==> config.mk <==
export PLATFORM = sky130hd
export DESIGN_NAME = cdc1_drv
export DESIGN_NICKNAME = d
export VERILOG_FILES = /design/src/rtl/cdc1_drv.sv
export SDC_FILE = /design/constraint.sdc
export NUM_CORES = 1
export LEC_CHECK = 0
export CELL_PAD_IN_SITES_DETAIL_PLACEMENT = 1
export CELL_PAD_IN_SITES_GLOBAL_PLACEMENT = 1
export CORE_MARGIN = 3
export CORE_UTILIZATION = 38
export DETAILED_ROUTE_END_ITERATION = 8
export GPL_TIMING_DRIVEN = 0
export HOLD_SLACK_MARGIN = 0.03
export PLACE_DENSITY_LB_ADDON = 0.1
export SYNTH_ARGS = -nofsm -noshare
export SYNTH_HDL_FRONTEND = slang
export SYNTH_SLANG_ARGS = --single-unit
export TNS_END_PERCENT = 5
==> constraint.sdc <==
create_clock -name clk -period 3.1 [get_ports clk]
set_input_delay 0.775 -clock clk [delete_from_list [all_inputs] [get_ports clk]]
set_output_delay 0.775 -clock clk [all_outputs]
set_load 0.01 [all_outputs]
==> src/rtl/cdc1_drv.sv <==
// cdc1_drv: phase controller sequencing the cdc1 charge/discharge gates with
// guaranteed dead time, abort handling and synchronised VO sense sampling.
module cdc1_drv #(
  parameter int CNT_W       = 8,
  parameter int SYNC_STAGES = 2
) (
  input  logic             clk,
  input  logic             rst_n,
  input  logic             start,
  input  logic             abort,
  input  logic [CNT_W-1:0] t_chg,
  input  logic [CNT_W-1:0] t_dead,
  input  logic [CNT_W-1:0] t_dis,
  input  logic             vo_sense,
  output logic             i1,
  output logic             i2,
  output logic             busy,
  output logic             done,
  output logic             chg_hi,
  output logic             dis_lo,
  output logic             aborted
);
  typedef enum logic [2:0] {IDLE, CHG, DEAD1, DIS, DEAD2, FIN} state_t;
  localparam logic [CNT_W-1:0] ONE = CNT_W'(1);
  state_t st, nst;
  logic [CNT_W-1:0] cnt, ncnt, tdead_q, tdis_q, tchg_m, tdead_m, tdis_m;
  logic [SYNC_STAGES-1:0] sy;
  logic vs, last, ab, nab, smp_chg, smp_dis, chg_s, dis_s;
  assign tchg_m  = (t_chg  == '0) ? ONE : t_chg;
  assign tdead_m = (t_dead == '0) ? ONE : t_dead;
  assign tdis_m  = (t_dis  == '0) ? ONE : t_dis;
  assign vs      = sy[SYNC_STAGES-1];
  assign last    = cnt == ONE;
  // Abort outranks counter expiry; in a dead phase it only redirects to DEAD2.
  always_comb begin
    nst     = st;
    ncnt    = cnt;
    nab     = ab;
    smp_chg = 1'b0;
    smp_dis = 1'b0;
    case (st)
      IDLE: if (start) begin
        nst  = CHG;
        ncnt = tchg_m;
        nab  = 1'b0;
      end
      CHG: begin
        nst     = (abort || last) ? (abort ? DEAD2 : DEAD1) : CHG;
        ncnt    = (abort || last) ? tdead_q : cnt - ONE;
        nab     = ab | abort;
        smp_chg = last & ~abort;
      end
      DIS: begin
        nst     = (abort || last) ? DEAD2 : DIS;
        ncnt    = (abort || last) ? tdead_q : cnt - ONE;
        nab     = ab | abort;
        smp_dis = last & ~abort;
      end
      DEAD1, DEAD2: begin
        nab  = ab | abort;
        nst  = last ? ((st == DEAD2 || abort) ? FIN : DIS) : (abort ? DEAD2 : st);
        ncnt = last ? ((st == DEAD2 || abort) ? '0 : tdis_q) : cnt - ONE;
      end
      FIN: nst = IDLE;
      default: begin
        nst  = IDLE;
        ncnt = '0;
      end
    endcase
  end
  always_ff @(posedge clk or negedge rst_n) begin
    if (!rst_n) begin
      st      <= IDLE;
      cnt     <= '0;
      ab      <= 1'b0;
      sy      <= '0;
      tdead_q <= ONE;
      tdis_q  <= ONE;
      chg_s   <= 1'b0;
      dis_s   <= 1'b0;
      i1      <= 1'b1;
      i2      <= 1'b0;
      busy    <= 1'b0;
      done    <= 1'b0;
      chg_hi  <= 1'b0;
      dis_lo  <= 1'b0;
      aborted <= 1'b0;
    end else begin
      st   <= nst;
      cnt  <= ncnt;
      ab   <= nab;
      sy   <= {sy[SYNC_STAGES-2:0], vo_sense};
      if (st == IDLE && start) begin
        tdead_q <= tdead_m;
        tdis_q  <= tdis_m;
      end
      if (smp_chg) chg_s <= vs;
      if (smp_dis) dis_s <= ~vs;
      // Gate drives are registered from the next state so they never glitch.
      i1   <= nst != CHG;
      i2   <= nst == DIS;
      busy <= nst != IDLE;
      done <= nst == FIN;
      if (nst == FIN) begin
        chg_hi  <= chg_s;
        dis_lo  <= dis_s;
        aborted <= nab;
      end
    end
  end
endmodule
# Yosys cells after proc, flatten, opt, wreduce, memory -nomap -nowiden
# Cells that the tools add are included.
word_totals:
  ff_bits: 39
  output_inout_bits: 7
  word_cells: 63
classes:
  addsub: 1
  eq_ne: 10
  muxes: 20
  bitwise: 5
  n_reduce_logical: 12
op_table:
  columns: ["cell", "count"]
  rows:
  - ["$mux W8", 7]
  - ["$pmux W8 S4", 1]
  - ["$logic_not A8 Y1", 3]
  - ["$mux W3", 7]
  - ["$pmux W3 S4", 1]
  - ["$eq A3 B2 Y1 const B", 3]
  - ["$eq A3 B3 Y1 const B", 3]
  - ["$eq A8 B1 Y1 const B", 1]
  - ["$sub A8 B1 Y8 const B", 1]
  - ["$reduce_or A2 Y1", 2]
  - ["$reduce_or A4 Y1", 1]
  - ["$eq A3 B1 Y1 const B", 1]
  - ["$logic_not A3 Y1", 1]
  - ["$mux W1", 3]
  - ["$ne A3 B1 Y1 const B", 1]
  - ["$not A1 Y1", 3]
  - ["$reduce_bool A3 Y1", 1]
  - ["$logic_or A1 B1 Y1", 2]
  - ["$ne A2 B2 Y1 const B", 1]
  - ["$pmux W1 S2", 1]
  - ["$reduce_and A2 Y1", 1]
  - ["$and A1 B1 Y1", 1]
  - ["$logic_and A1 B1 Y1", 1]
  - ["$or A1 B1 Y1", 1]

# Longest topological paths before layout
# Gate-level depths: netlist (run 1).
depth:
  ltp_word: 6
  depth_mapped: 8

# Worst setup path after synthesis (run 1)
# No wires, ideal clock.
synth_timing:
  kind: "input -> register"
  from: "in abort"
  to: "reg aborted"
  arrival_time_ns: 2.027
  slack_ns: 0.948
  path_stages: 6
  cell_sequence: "clkbuf_1 -> or2_2 -> buf_2 -> nor2_2 -> o32a_4 -> mux2_4"
synth_between:
  elab_chain_len: 5
  elab_cells_between_ends: 12
  classes_between: "eq/ne (1); mux (8); bitwise (1); reduce/logical (2)"
synth_rtl:
  columns: ["item", "line_no", "text"]
  rows:
  - ["from (decl)", "10", "input logic abort,"]
  - ["$logic_or A1 B1 Y1", "61", "nst = last ? ((st == DEAD2 || abort) ? FIN : DIS) : (abort ? DEAD2 : st);"]
  - ["$mux W3 (2 in a row)", "61", null]
  - ["$pmux W3 S4", "41", "case (st)"]
  - ["$eq A3 B3 Y1", "104", "if (nst == FIN) begin"]
  - ["to (signal assigned)", "107", "aborted <= nab;"]
  - ["to (decl)", "21", "output logic aborted"]
# Parallel ways exist; a longest one is shown, timed or not.
# A chain may end at the register's enable or synchronous reset.

# Final worst setup path (run 1)
layout_timing:
  from: "reg cnt[0]"
  to: "reg cnt[2]"
layout_between:
  elab_chain_len: 4
  elab_cells_between_ends: 6
  classes_between: "add/sub (1); eq/ne (1); mux (3); reduce/logical (1)"
layout_rtl:
  columns: ["item", "line_no", "text"]
  rows:
  - ["from (decl)", "26", "logic [CNT_W-1:0] cnt, ncnt, tdead_q, tdis_q, tchg_m, tdead_m, tdis_m;"]
  - ["from (signal assigned)", "90", "cnt <= ncnt;"]
  - ["parallel branches: the longest is 3 deep, another holds $sub A8 B1 Y8", null, null]
  - ["$pmux W8 S4 (*)", "41", null]
# Every way passes the cells marked *.

==> tab_implementation.tex, run 1 <==
\begin{tabular}{lr}
\hline
Metric & Value \\
\hline
\multicolumn{2}{l}{\textbf{Clocking}} \\
Number of buffers inserted by hold repair at cts & 0 \\
Post-CTS Setup Bufs & 0 \\
Clock tree from TritonCTS & done \\
TritonCTS Buffers & 5 \\
Clock-pin slew on the worst setup and hold paths & about 0.08 ns \\
Clk buf depth & 2 \\
Post-CTS resize count & 0 \\
Root cell of the clock tree & sky130\_fd\_sc\_hd\_\_clkbuf\_8 \\
Number of clock sinks & 39 \\
Clock latency reported for the late side of the worst-skew pair & 0.29 ns \\
H-tree level count & 2 \\
\multicolumn{2}{l}{\textbf{STA}} \\
Maximum clock skew at final layout & roughly 0.0073 ns \\
Final worst-path setup slack & 0.669 ns \\
Fin Hold WS & around 0.38 ns \\
Crit share post-route & just under 80\% \\
Setup repair after global routing missed its margin & no \\
Number of hold violations in the final report & 0 \\
Relative slew slack & 41.5\% \\
Max Slew Vio Count & 0 \\
Final setup fails & 0 \\
Final Critical Period & between 2 and 2.5 ns \\
Top achievable clock speed & between 400 and 500 MHz \\
Actual slew at the worst max-slew pin & about 0.9 ns \\
Setup TNS after final layout & 0 ns \\
\multicolumn{2}{l}{\textbf{Floorplan}} \\
Y dimension of the die & $\sim$80 um \\
Total I/O pin count & 36 \\
Core region area & 5200 um2 \\
Initial core utilization & roughly two fifths \\
Floorplan die width & around 80 um \\
Area of the die & around 6400 um2 \\
\# rows & 26 \\
\multicolumn{2}{l}{\textbf{Placed design}} \\
\# port buffers & 33 \\
Final Wtd Congestion & $\sim$0.91 \\
Post-placement setup slack & approximately 0.56 ns \\
Detailed Place HPWL & between 4000 and 5000 um \\
\multicolumn{2}{l}{\textbf{Drt}} \\
Initial DRC Count & 120 \\
Drt drc & 0 \\
Total via count in the routed design & roughly 1,700 \\
Drt pass-1 iters & 4 \\
Remaining number of nets flagged by the antenna check after routing & 0 \\
Post-DR wirelength/cell & about 19 um \\
Detailed-route wire length & about 5800 um \\
Via/cell ratio & 5.65 \\
\multicolumn{2}{l}{\textbf{Min path}} \\
Number of stages on the worst hold path & 0 \\
Hold-critical path endpoint & sy[1] \\
Classification of the worst-slack hold path & reg2reg \\
Hold path start & sy[0] \\
\multicolumn{2}{l}{\textbf{Yosys}} \\
Number of enable-type register cells in the synthesized netlist & 0 \\
Count of synthesis-stage warnings from yosys & 0 \\
Most instantiated flip-flop cell in the synthesis netlist & sky130\_fd\_sc\_hd\_\_dfrtp\_1 \\
Cell count after synthesis & between 150 and 200 \\
Yosys cell types & 52 \\
Sequential area share after synthesis & 47.1\% \\
Largest area contributor in the synthesized netlist & sky130\_fd\_sc\_hd\_\_dfrtp\_1 \\
Total standard cell area after synthesis & a little over 2000 um2 \\
Yosys top cell area share & a little over two fifths \\
Share of async-settable or async-resettable flops after synthesis & 100\% \\
Leading post-synthesis cells by cell area & sky130\_fd\_sc\_hd\_\_dfrtp\_1, sky130\_fd\_sc\_hd\_\_mux2\_2, sky130\_fd\_sc\_hd\_\_a21oi\_1 \\
Synthesized net count & roughly 230 \\
Syn avg cell area & 10.7 um2 \\
Number of flip-flops and latches in the synthesized netlist & 39 \\
\multicolumn{2}{l}{\textbf{Layout}} \\
Fill cell instance count of the final layout & 594 \\
Growth of design area from synthesis to finish & 23.5\% \\
Utilization after layout & 49.3\% \\
Number of antenna repair diodes & 0 \\
Layout cells sized above 1 & between 10\% and 20\% \\
Final-stage net count & roughly 270 \\
\multicolumn{2}{l}{\textbf{Critical path}} \\
Startpoint of the most critical register-to-register path & cnt[0] \\
Critical Setup Path Class & reg2reg \\
Maximum fanout along the worst path & 7 \\
CP arrival & $\sim$2.7 ns \\
CP required & between 3 and 4 ns \\
Worst r2r dst & cnt[2] \\
Crit end category & flop \\
Worst Reg-to-Reg Cells & 6 \\
Startpoint of the most critical setup path & cnt[0] \\
Startpoint Class & flop \\
Slack of the worst reg-to-reg path & around 0.67 ns \\
\multicolumn{2}{l}{\textbf{Power}} \\
Worst vdd ir & around 0.00034 V \\
Power per cell area & 921 nW/um2 \\
Leak pwr & 1.03 nW \\
\multicolumn{2}{l}{\textbf{Job}} \\
Max Cap Viol & 0 \\
\multicolumn{2}{l}{\textbf{Run status}} \\
Run status & completed \\
\multicolumn{2}{l}{\textbf{Global route}} \\
Total gr overflow & 0 \\
Initial antenna violation count & 0 \\
Wire length of the first global-routing pass & approximately 9700 um \\
Global Route Usage Sum & $\sim$20\% \\
Maximum number of pins on one net before global-route repair & 40 \\
Vias in the first global route & between 1,500 and 2,000 \\
\hline
\end{tabular}
flip-flops by register name, indices dropped and copies added, names as in the netlist:
signal and count:
busy 1, cnt 8, i2 1, st 3, chg_s 1, aborted 1
chg_hi 1, done 1, dis_s 1, tdead_q 8, dis_lo 1, sy 2
ab 1, i1 1, tdis_q 8
placed cells by master (no fill, tap or decap), types with 4 or more instances in the layout:
master | Yosys | routed
sky130_fd_sc_hd__mux2_2 | 15 | 15
sky130_fd_sc_hd__o21ai_0 | 5 | 5
sky130_fd_sc_hd__nor3_1 | 9 | 9
sky130_fd_sc_hd__nor2_1 | 14 | 14
sky130_fd_sc_hd__dfrtp_1 | 36 | 36
sky130_fd_sc_hd__clkbuf_1 | 4 | 4
sky130_fd_sc_hd__clkbuf_8 | 0 | 5
sky130_fd_sc_hd__clkdlybuf4s50_1 | 0 | 32
sky130_fd_sc_hd__xor2_1 | 5 | 5
sky130_fd_sc_hd__a21oi_1 | 19 | 19
sky130_fd_sc_hd__nand2b_1 | 5 | 5
sky130_fd_sc_hd__buf_2 | 6 | 7
sky130_fd_sc_hd__nand2_1 | 8 | 8
metrics by stage:
| step | instances | instance area, um2 | power [mW] |
|---|---|---|---|
| 2_1_floorplan | 195 | 2080 | 1.66 |
| 3_3_place_gp | 298 | 2500 | 2.00 |
| 3_5_place_dp | 298 | 2490 | 2.05 |
| 4_1_cts | 304 | 2570 | 2.38 |
| 5_1_grt | 304 | 2570 | 2.54 |
| 6_report | 304 | 2570 | 2.37 |
worst max-delay path: stages, from the launching register on:
cell and delay (ns):
sky130_fd_sc_hd__dfrtp_1 0.50, sky130_fd_sc_hd__ha_1 0.21, sky130_fd_sc_hd__nor3b_2 0.45, sky130_fd_sc_hd__nand2_1 0.26, sky130_fd_sc_hd__nor4_2 0.60, sky130_fd_sc_hd__a222oi_1 0.22
sky130_fd_sc_hd__o21ai_1 0.13
power breakdown:
group	internal, mW	switching (mW)	leakage [nW]
sequential	0.736	0.196	0.471
combinational	0.537	0.571	0.522
clock	0.149	0.176	0.0361
total	1.42	0.943	1.03
Yosys cell counts (3+ instances only):
master	number
sky130_fd_sc_hd__buf_2	6
sky130_fd_sc_hd__nor4_1	3
sky130_fd_sc_hd__xor2_1	5
sky130_fd_sc_hd__a32oi_1	3
sky130_fd_sc_hd__a31oi_1	3
sky130_fd_sc_hd__nor2_1	14
sky130_fd_sc_hd__a21oi_1	19
sky130_fd_sc_hd__nand2b_1	5
sky130_fd_sc_hd__inv_1	3
sky130_fd_sc_hd__dfrtp_1	36
sky130_fd_sc_hd__clkbuf_1	4
sky130_fd_sc_hd__nor3_1	9
sky130_fd_sc_hd__nand2_1	8
sky130_fd_sc_hd__dfstp_2	3
sky130_fd_sc_hd__o21ai_0	5
sky130_fd_sc_hd__mux2_4	3
sky130_fd_sc_hd__mux2_2	15
sky130_fd_sc_hd__nand3_1	3
cell families after synthesis:
family | synth area share [%]
compound gates | 17.8
xor+xnor | 2.95
fa+ha+maj | 1.20
buf+inv | 3.13
flops | 47.1
mux | 11.3
simple gates | 16.5
how the worst max path moves through the flow:
stage,to,slack (ns),cells past startpoint
floorplan,aborted,0.95,6
finish,cnt[2],0.67,6
global route,cnt[7],0.53,6
detailed placement,cnt[0],0.56,6
global placement,tdis_q[2],0.30,1
CTS,cnt[7],0.71,6
area by class of cell:
class                      count  area [um2]  share of cell area, %
sequential                    39         980                   38.2
timing repair buffer          33         325                   12.7
clock buffer                   5        68.8                   2.68
buffer                        12        53.8                   2.10
multi-input combinational    141        1030                   40.3
tap                           70        87.6                   3.41
clock inverter                 1        7.51                  0.292
inverter                       3        11.3                  0.439
routing by layer:
| layer | global-route usage [%] | routed length, um | vias up |
|---|---|---|---|
| li1 | - | - | 802 |
| met1 | 27.3 | 2660 | 847 |
| met2 | 30.5 | 2680 | 55 |
| met3 | 2.93 | 313 | 14 |
| met4 | 9.46 | 142 | 0 |
| met5 | 0 | 0 | - |
(Power assumes the default switching activity.)
==> run 2, diff against run 1 <==
- CORE_UTILIZATION: 38 -> 37
- clock period: 3.1 -> 2 ns (I/O delays scaled with it)
==> run 2 against run 1 <==
- the run now ends with setup timing left
- global-route usage is 0.46 points lower
- first-iteration DRC count is 13% lower
- cell area is 5.7% higher
- maximum frequency is 17% higher
- clock power is 110% higher
- clock skew is 0.0050 ns higher
- die area is 2.5% higher
- sequential share of layout area is 1.9 points lower
- critical path depth is 1 higher
- flip-flop and latch count stayed put
- sequential power is 57% higher
- wire length is 2.7% higher
==> tab_implementation.tex, run 2 (synthesized netlist as in run 1, its figures left out) <==
\begin{tabular}{lr}
\hline
Metric & Value \\
\hline
\multicolumn{2}{l}{\textbf{Critical path}} \\
CP required & 2.17 ns (-1.15 ns) \\
Maximum fanout along the worst path & 5 (-2) \\
CP arrival & 2.25 ns (-0.40 ns) \\
Maximum cell stage delay along the critical path & 0.46 ns (-0.14 ns) \\
Critical Path Slowest Stage Cell & sky130\_fd\_sc\_hd\_\_dfrtp\_2 \\
Cell Chain, Critical Path & inv\_2 > ha\_4 > nor3b\_4 > and2\_4 > nor2\_4 > o32a\_4 > mux2\_4 \\
Category of cells accounting for the largest share of critical-path delay & simple AND/OR/NAND/NOR gates \\
Startpoint Class & flop \\
Crit end category & flop \\
Buffers and inverters on the worst path & 1 (+1) \\
Critical Setup Path Class & reg2reg \\
\multicolumn{2}{l}{\textbf{STA}} \\
Maximum clock skew at final layout & 0.0123 ns (+0.00501 ns) \\
Setup TNS after final layout & -0.196 ns (-0.196 ns) \\
Actual slew at the worst max-slew pin & 0.889 ns (+0.0119 ns) \\
Number of hold violations in the final report & 0 (unchanged) \\
Relative slew slack & 40.7\% (-0.79 points) \\
Crit share post-route & 104\% (+25 points) \\
Max Slew Vio Count & 0 (unchanged) \\
Final setup fails & 4 (+4) \\
Setup repair after global routing missed its margin & yes \\
Top achievable clock speed & 482 MHz (+17\%) \\
Final worst-path setup slack & -0.0752 ns (-0.744 ns) \\
Final Critical Period & 2.08 ns (-0.356 ns) \\
\multicolumn{2}{l}{\textbf{Placed design}} \\
\# port buffers & 33 (unchanged) \\
Final Wtd Congestion & 0.946 (+3.7\%) \\
Detailed Place HPWL & 4370 um (-1.8\%) \\
\multicolumn{2}{l}{\textbf{Floorplan}} \\
Y dimension of the die & 80.9 um (+1.2\%) \\
Initial core utilization & 39.4\% (-0.49 points) \\
Core region area & 5270 um2 (+1.2\%) \\
\# rows & 26 (unchanged) \\
Area of the die & 6550 um2 (+2.5\%) \\
Floorplan die width & 80.9 um (+1.2\%) \\
Total I/O pin count & 36 (unchanged) \\
\multicolumn{2}{l}{\textbf{Power}} \\
Leak pwr & 1.09 nW (+5.7\%) \\
Power per cell area & 1480 nW/um2 (+60\%) \\
Worst vdd ir & 0.000623 V (+85\%) \\
Power Total & 4.01 mW (+69\%) \\
\multicolumn{2}{l}{\textbf{Layout}} \\
Biggest regs & cnt x8, tdead\_q x8, tdis\_q x8 \\
Leading cell type in the layout, fill and taps excluded & sky130\_fd\_sc\_hd\_\_dfrtp\_1 \\
Commonest non-fill, non-tap cells in the layout & sky130\_fd\_sc\_hd\_\_dfrtp\_1, sky130\_fd\_sc\_hd\_\_clkdlybuf4s50\_1, sky130\_fd\_sc\_hd\_\_a21oi\_1 \\
Layout cells sized above 1 & 26.3\% (+7.4 points) \\
Number of antenna repair diodes & 0 (unchanged) \\
Fill cell instance count of the final layout & 604 (+1.7\%) \\
Growth of design area from synthesis to finish & 30.5\% \\
Final-stage net count & 270 (+1.5\%) \\
\multicolumn{2}{l}{\textbf{Global route}} \\
Total gr overflow & 0 (unchanged) \\
Initial antenna violation count & 0 (unchanged) \\
Vias in the first global route & 1,762 (-4.7\%) \\
Wire length of the first global-routing pass & 9490 um (-1.9\%) \\
Global Route Usage Sum & 19.4\% (-0.46 points) \\
Maximum number of pins on one net before global-route repair & 40 (unchanged) \\
\multicolumn{2}{l}{\textbf{Drt}} \\
Detailed-route wire length & 5950 um (+2.7\%) \\
Initial DRC Count & 105 (-13\%) \\
Via/cell ratio & 5.60 (-0.85\%) \\
Post-DR wirelength/cell & 19.2 um (+0.69\%) \\
Total via count in the routed design & 1,737 (+1.1\%) \\
Remaining number of nets flagged by the antenna check after routing & 0 (unchanged) \\
Drt drc & 0 (unchanged) \\
Drt pass-1 iters & 4 (unchanged) \\
\multicolumn{2}{l}{\textbf{Clocking}} \\
Clock-pin slew on the worst setup and hold paths & 0.09 ns (about the same) \\
Number of buffers inserted by hold repair at cts & 0 (unchanged) \\
Clk buf depth & 2 (unchanged) \\
Clock latency reported for the late side of the worst-skew pair & 0.29 ns (about the same) \\
TritonCTS Buffers & 5 (unchanged) \\
Root cell of the clock tree & sky130\_fd\_sc\_hd\_\_clkbuf\_8 \\
Number of clock sinks & 39 (unchanged) \\
Clock tree from TritonCTS & done \\
H-tree level count & 2 (unchanged) \\
\multicolumn{2}{l}{\textbf{Job}} \\
Max Cap Viol & 0 (unchanged) \\
\multicolumn{2}{l}{\textbf{Run status}} \\
Violated checks & setup timing \\
Run status & complete, but fails checks \\
\multicolumn{2}{l}{\textbf{Min path}} \\
Classification of the worst-slack hold path & in2async \\
\hline
\end{tabular}
[run 2: cell types whose count changed in the layout (fill, tap and decap cells not counted), moves of 2 or more]
cell                      before  now
sky130_fd_sc_hd__buf_4         0    6
sky130_fd_sc_hd__dfrtp_1      36   34
sky130_fd_sc_hd__dfrtp_2       0    2
sky130_fd_sc_hd__nor2_1       14   12
[run 2: layout make-up]
type                    count  area, um2  share of cell area, %
flip-flops and latches     39        982                   36.2
clock inverters             2       35.0                   1.29
repair buffers             39        370                   13.7
well taps                  70       87.6                   3.23
plain buffers              10       46.3                   1.71
clock buffers               6       82.6                   3.04
inverters                   3       11.3                  0.415
multi-input cells         141       1100                   40.5
[run 2: worst register-to-register path, stage by stage (launching register included)]
cell and delay [ns]:
sky130_fd_sc_hd__dfrtp_2 0.46, sky130_fd_sc_hd__inv_2 0.10, sky130_fd_sc_hd__ha_4 0.13, sky130_fd_sc_hd__nor3b_4 0.30, sky130_fd_sc_hd__and2_4 0.23, sky130_fd_sc_hd__nor2_4 0.05
sky130_fd_sc_hd__o32a_4 0.40, sky130_fd_sc_hd__mux2_4 0.30
[run 2: path summary, 6_finish.rpt]
kind | startpoint | end | slack [ns] | depth (start not counted)
worst min register to register | sy[0] | sy[1] | 0.36 | 0
max in group asynchronous | rst_n | cnt[0] | 1.06 | 1
min in group clk | sy[0] | sy[1] | 0.36 | 0
worst max-delay path | cnt[1] | chg_hi | -0.08 | 7
worst min-delay path | rst_n | cnt[6] | 0.31 | 1
worst max register to register | cnt[1] | chg_hi | -0.08 | 7
[run 2: through the flow]
stage	cell area, um2	hold slack (ns)	utilization [%]	std cells	setup slack [ns]
after detailed placement	2490	0.348	47.3	298	-0.252
after CTS	2640	0.349	50.1	307	-0.0737
after floorplan	2080	0.204	-	195	0.0691
after global routing	2710	0.382	51.5	310	-0.149
after global placement	2500	0.332	47.4	298	-0.528
final	2710	0.314	51.5	310	-0.0752
[run 2: timing repair]
action                                  CTS  global route
endpoints found under the setup margin   27            27
buffers inserted                          1             5
resized for setup                         4            13
pin swaps                                 1             3
[run 2: layer usage]
metal	track usage, %	routed length (um)	share of wire (%)	vias up
met4	5.91	89	1.5	0
met3	3.77	353	5.9	9
met5	0	0	0	-
li1	-	-	-	816
met1	25.0	2650	45	857
met2	32.9	2860	48	55
[run 2: where the power goes]
group,total [mW],internal (mW),switching [mW]
clock network,0.689,0.404,0.285
logic,1.85,0.923,0.929
registers,1.46,1.15,0.319
==> RTL change 1 (settings of run 2) <==
Change the parameter `SYNC_STAGES` from 2 to 4.
--- a/src/rtl/cdc1_drv.sv
+++ b/src/rtl/cdc1_drv.sv
@@ -2,7 +2,7 @@
 // guaranteed dead time, abort handling and synchronised VO sense sampling.
 module cdc1_drv #(
   parameter int CNT_W       = 8,
-  parameter int SYNC_STAGES = 2
+  parameter int SYNC_STAGES = 4
 ) (
   input  logic             clk,
   input  logic             rst_n,
Function: changed (Yosys sat finds a counterexample within 10 cycles, from zero or initial values and one cycle with rst_n low).
==> RTL change 1 against run 2 <==
Wire length rose by 1.8%; global-route usage rose by 0.068 points; sequential cell count rose by 2; clock skew fell by 0.0099 ns; area after synthesis rose by 4.5%; clock power fell by 21%; design area rose by 4.1%; hold slack got worse by 0.20 ns; count of clock-buffer cells in the layout did not move; power fell by 2.0%; setup slack improved by 0.11 ns; critical path type unchanged; largest power group unchanged.
==> RTL change 1: results (changes against run 2) <==
stage;metric;value;unit;change
yosys;Yosys cell types;51;;-1.9%
yosys;syn_nets;240;;+6.2%
global_routing;met1 GRT Util;27.6;%;+2.7 points
final_layout;antenna fix cells;0;;unchanged
global_routing;Global Route Usage Sum;19.5;%;+0.068 points
global_routing;GRT met2 Usage;30.8;%;-2.1 points
final_layout;fraction of area in registers;36.5;%;+0.32 points
setup_path;R2R Setup Slk;0.03;ns;+0.11 ns
yosys;sequential-to-total area share from yosys stat;47.4;%;+0.27 points
routing;Vias;1824;;+5.0%
setup_path;Critical-path top delay cell;dfrtp_1;;
final_layout;Fill cells;666;;+10%
final_layout;Core Util, Final;50.3;%;-1.1 points
power;Clock power frac;13.8;%;-3.4 points
place;placed cells;317;;+6.4%
power;worst vdd ir;0.000496;V;-20%
global_routing;global-route wire length before repair;9.91;mm;+4.4%
global_routing;met3 usage;3.04;%;-0.73 points
setup_path;CP max stage delay;0.40;ns;-0.06 ns
clocking;clock-pin slew on the worst setup and hold paths;0.08;ns;
place;pre-CTS setup slack;-0.375;ns;-0.123 ns
routing;WL/cell;18.3;µm;-4.4%
place;HPWL Detailed;4.55;mm;+4.2%
routing;post-route ant nets;0;;unchanged
final_layout;Finished Layout Cells;330;;+6.5%
final_layout;Largest regs;cnt x8, tdead_q x8, tdis_q x8;;
final_layout;Data buffer area share;16.8;%;+1.4 points
yosys;Synth area leaders;dfrtp_1 44%, mux2_2 7.8%, a21oi_1 4.4%, dfstp_2 3.6%, nor3_1 2.5%;;
final_layout;CLK BUF;6;;unchanged
place;Placement Cell Area;2630;µm²;+5.5%
power;Psw;1.58;mW;+3.0%
routing;DRT iter0 DRCs;86;;-18%
global_routing;pin count of the biggest net entering global routing;30;;-25%
final_layout;Non-clk bufs;51;;+4.1%
setup_path;critical path arrival;2.15;ns;-0.10 ns
place;global placement routability congestion;0.818;;-14%
sta;Max-slew headroom;66.2;%;+25 points
power;Power Combinational;1.90;mW;+3%
final_layout;Final Net Count;288;;+6.7%
yosys;FF+latch count, synth;41;;+5.1%
sta;PnR worst setup slack;0.0300;ns;+0.105 ns
yosys;synth cell count leaders;38 x dfrtp_1, 19 x a21oi_1, 15 x mux2_2, 14 x nor2_1, 12 x nand2_1;;
yosys;Avg Cell Area, Syn;10.4;µm²;-2.5%
power;Switching Fraction;40.2;%;+2.0 points
power;P_leak;1.14;nW;+4.7%
final_layout;fraction of area in multi-input gates;39.7;%;-0.74 points
clocking;Bufs on Longest Clock Path;2;;unchanged
final_layout;Non-Clock Inverter Count;5;;+2
floorplanning;die width;82.6;µm;+2.1%
place;PortBufs;35;;+6.1%
final_layout;multi-input gate count;153;;+8.5%
outcome;status;finished, final reports clean;;
## RTL change 1: kinds of logic after synthesis
| logic type | Yosys count | synth area share [%] |
|---|---|---|
| AND/OR/NAND/NOR | 70 | 17.9 |
| AO/OA/AOI/OAI | 57 | 17.2 |
| flip-flops | 41 | 47.4 |
| multiplexers | 20 | 10.7 |
| buffers and inverters | 15 | 4.09 |
| XOR/XNOR | 4 | 1.61 |
| adder cells (fa/ha/maj) | 2 | 1.15 |
## RTL change 1: timing repair
| item | CTS | global route |
|---|---|---|
| gates resized for setup | 8 | 8 |
| setup buffers | 5 | 0 |
| endpoints found under the setup margin | 33 | 25 |
| pin swaps | 1 | 2 |
| hold endpoints to repair | 0 | 0 |
## RTL change 1: final timing paths
kind / cells past startpoint / from / to
min in group clk: 0 / sy[1]$_DFF_PN0_ / sy[2]$_DFF_PN0_
min reg2reg: 0 / sy[1]$_DFF_PN0_ / sy[2]$_DFF_PN0_
max in group asynchronous: 2 / rst_n / tdis_q[0]$_DFFE_PN1P_
min: 1 / rst_n / cnt[4]$_DFFE_PN0P_
max: 9 / cnt[1]$_DFFE_PN0P_ / dis_lo$_DFFE_PN0N_
max reg2reg: 9 / cnt[1]$_DFFE_PN0P_ / dis_lo$_DFFE_PN0N_
## RTL change 1: layer usage
metal | vias up | part of all wire, % | wire (µm)
met4 | 0 | 1.0 | 63
met2 | 36 | 46 | 2810
li1 | 869 | - | -
met1 | 914 | 49 | 2980
met3 | 5 | 3.4 | 208
met5 | - | 0 | 0
## RTL change 1: critical path: cells and delay by family (launching register included)
family / cells / cell delay [ns]
simple gates: 2 / 0.30
flops: 1 / 0.40
mux: 1 / 0.35
compound gates: 2 / 0.28
buf+inv: 3 / 0.42
fa+ha+maj: 1 / 0.13
==> RTL change 2 (config.mk and constraints of run 2) <==
Without the edit above. Make the reset (`rst_n`) synchronous in one clocked block.
--- a/src/rtl/cdc1_drv.sv
+++ b/src/rtl/cdc1_drv.sv
@@ -68,7 +68,7 @@
       end
     endcase
   end
-  always_ff @(posedge clk or negedge rst_n) begin
+  always_ff @(posedge clk) begin
     if (!rst_n) begin
       st      <= IDLE;
       cnt     <= '0;
Function: differs if rst_n is asserted again (counterexample within 4 cycles, from zero or initial values and one cycle with rst_n low); with rst_n held inactive, the same outputs for 10 cycles.
==> RTL change 2 against run 2 <==
The flow still finishes with violations (negative setup slack); area after synthesis shrank 2.3%; clock skew fell by 0.0026 ns; critical endpoint is now chg_hi$_SDFFE_PN0N_; core utilization decreased by 0.054 points; sequential cell count stayed put; setup slack gained 0.053 ns; wire length rose by 9.1%; design area fell by 1.3%.
Power is not compared: it rests on default switching activity, and its combinational part moved more than twofold at a synthesized area within 25%.
==> RTL change 2: results (changes against run 2) <==
stage;metric;value;unit;change
setup_path;CP max FO;4;;-1
place;Placement Cell Area;2470;µm²;-0.95%
routing;Vias;1993;;+15%
routing;Vias/cell;5.60;;about the same
setup_path;FF-to-FF path depth;6;;-1
final_layout;Final Net Count;316;;+17%
outcome;status;finished, violations left;;
global_routing;pin count of the biggest net entering global routing;15;;-63%
yosys;Synth area leaders;dfxtp_1 38%, nand2_1 7.2%, a21boi_0 5.9%, o21ai_0 3.2%, a22o_1 2.6%;;
setup_path;Reg-to-Reg End;chg_hi$_SDFFE_PN0N_;;
place;global placement routability congestion;0.845;;-11%
yosys;ys flop type;dfxtp_1;;
yosys;syn_nets;272;;+20%
routing;DRT iter0 DRCs;123;;+17%
yosys;Yosys cell types;49;;-5.8%
sta;PnR worst setup slack;-0.0225;ns;+0.0527 ns
yosys;synth cell count leaders;39 x dfxtp_1, 39 x nand2_1, 16 x a21boi_0, 13 x o21ai_0, 11 x clkbuf_1;;
setup_path;CP max stage delay;0.57;ns;+0.11 ns
yosys;post-synthesis mux area share;3.20;%;-8.1 points
yosys;sequential-to-total area share from yosys stat;38.4;%;-8.7 points
routing;WL/cell;18.2;µm;-5.0%
global_routing;Global Route Usage Sum;21.3;%;+1.9 points
outcome;failing checks;negative setup slack;;
setup_path;CP startpoint;cnt[6]$_SDFFE_PN0P_;;
place;placed cells;345;;+16%
yosys;Gate Count Post-Synth;241;;+24%
sta;endpoints failing setup;5;;+1
sta;Tcrit/Tclk final;101;%;-2.6 points
sta;Max-slew headroom;58.3;%;+18 points
setup_path;critical path arrival;2.22;ns;-0.03 ns
==> RTL change 2: layer usage <==
layer	global-route usage, %	up-vias	wire length, µm
li1	-	960	-
met1	27.3	963	2840
met2	36.1	55	3140
met3	4.04	15	336
met4	6.59	0	166
met5	0	-	0
==> RTL change 2: worst reg2reg max path: stages, from the launching register on <==
cell      delay, ns
dfxtp_4        0.35
or4_4          0.57
or3_4          0.41
a211oi_4       0.19
buf_6          0.16
mux2i_1        0.19
nor2b_1        0.06
==> RTL change 2: how the worst min path moves through the flow <==
| stage | startpoint | to | slack [ns] | cells after the start |
|---|---|---|---|---|
| after CTS | sy[0]$_SDFF_PN0_ | sy[1]$_SDFF_PN0_ | 0.46 | 1 |
| after global placement | sy[0]$_SDFF_PN0_ | sy[1]$_SDFF_PN0_ | 0.43 | 1 |
| after floorplan | sy[0]$_SDFF_PN0_ | sy[1]$_SDFF_PN0_ | 0.41 | 1 |
| final | sy[0]$_SDFF_PN0_ | sy[1]$_SDFF_PN0_ | 0.46 | 1 |
| after detailed placement | sy[0]$_SDFF_PN0_ | sy[1]$_SDFF_PN0_ | 0.44 | 1 |
| after global routing | sy[0]$_SDFF_PN0_ | sy[1]$_SDFF_PN0_ | 0.47 | 1 |
==> RTL change 2: final cells by class <==
cell class | count | area (µm²)
tap | 70 | 87.6
sequential | 39 | 788
fill | 647 | 2530
timing repair buffer | 40 | 389
clock inverter | 3 | 23.8
inverter | 6 | 22.5
buffer | 10 | 41.3
clock buffer | 5 | 68.8
multi-input combinational | 183 | 1250
==> RTL change 2: repair_timing <==
item                       4_1_cts  5_1_grt
hold buffers                     0        0
pin swaps                        7        4
buffers inserted                 5        1
setup endpoints to repair       27       26
resized for setup                9       19
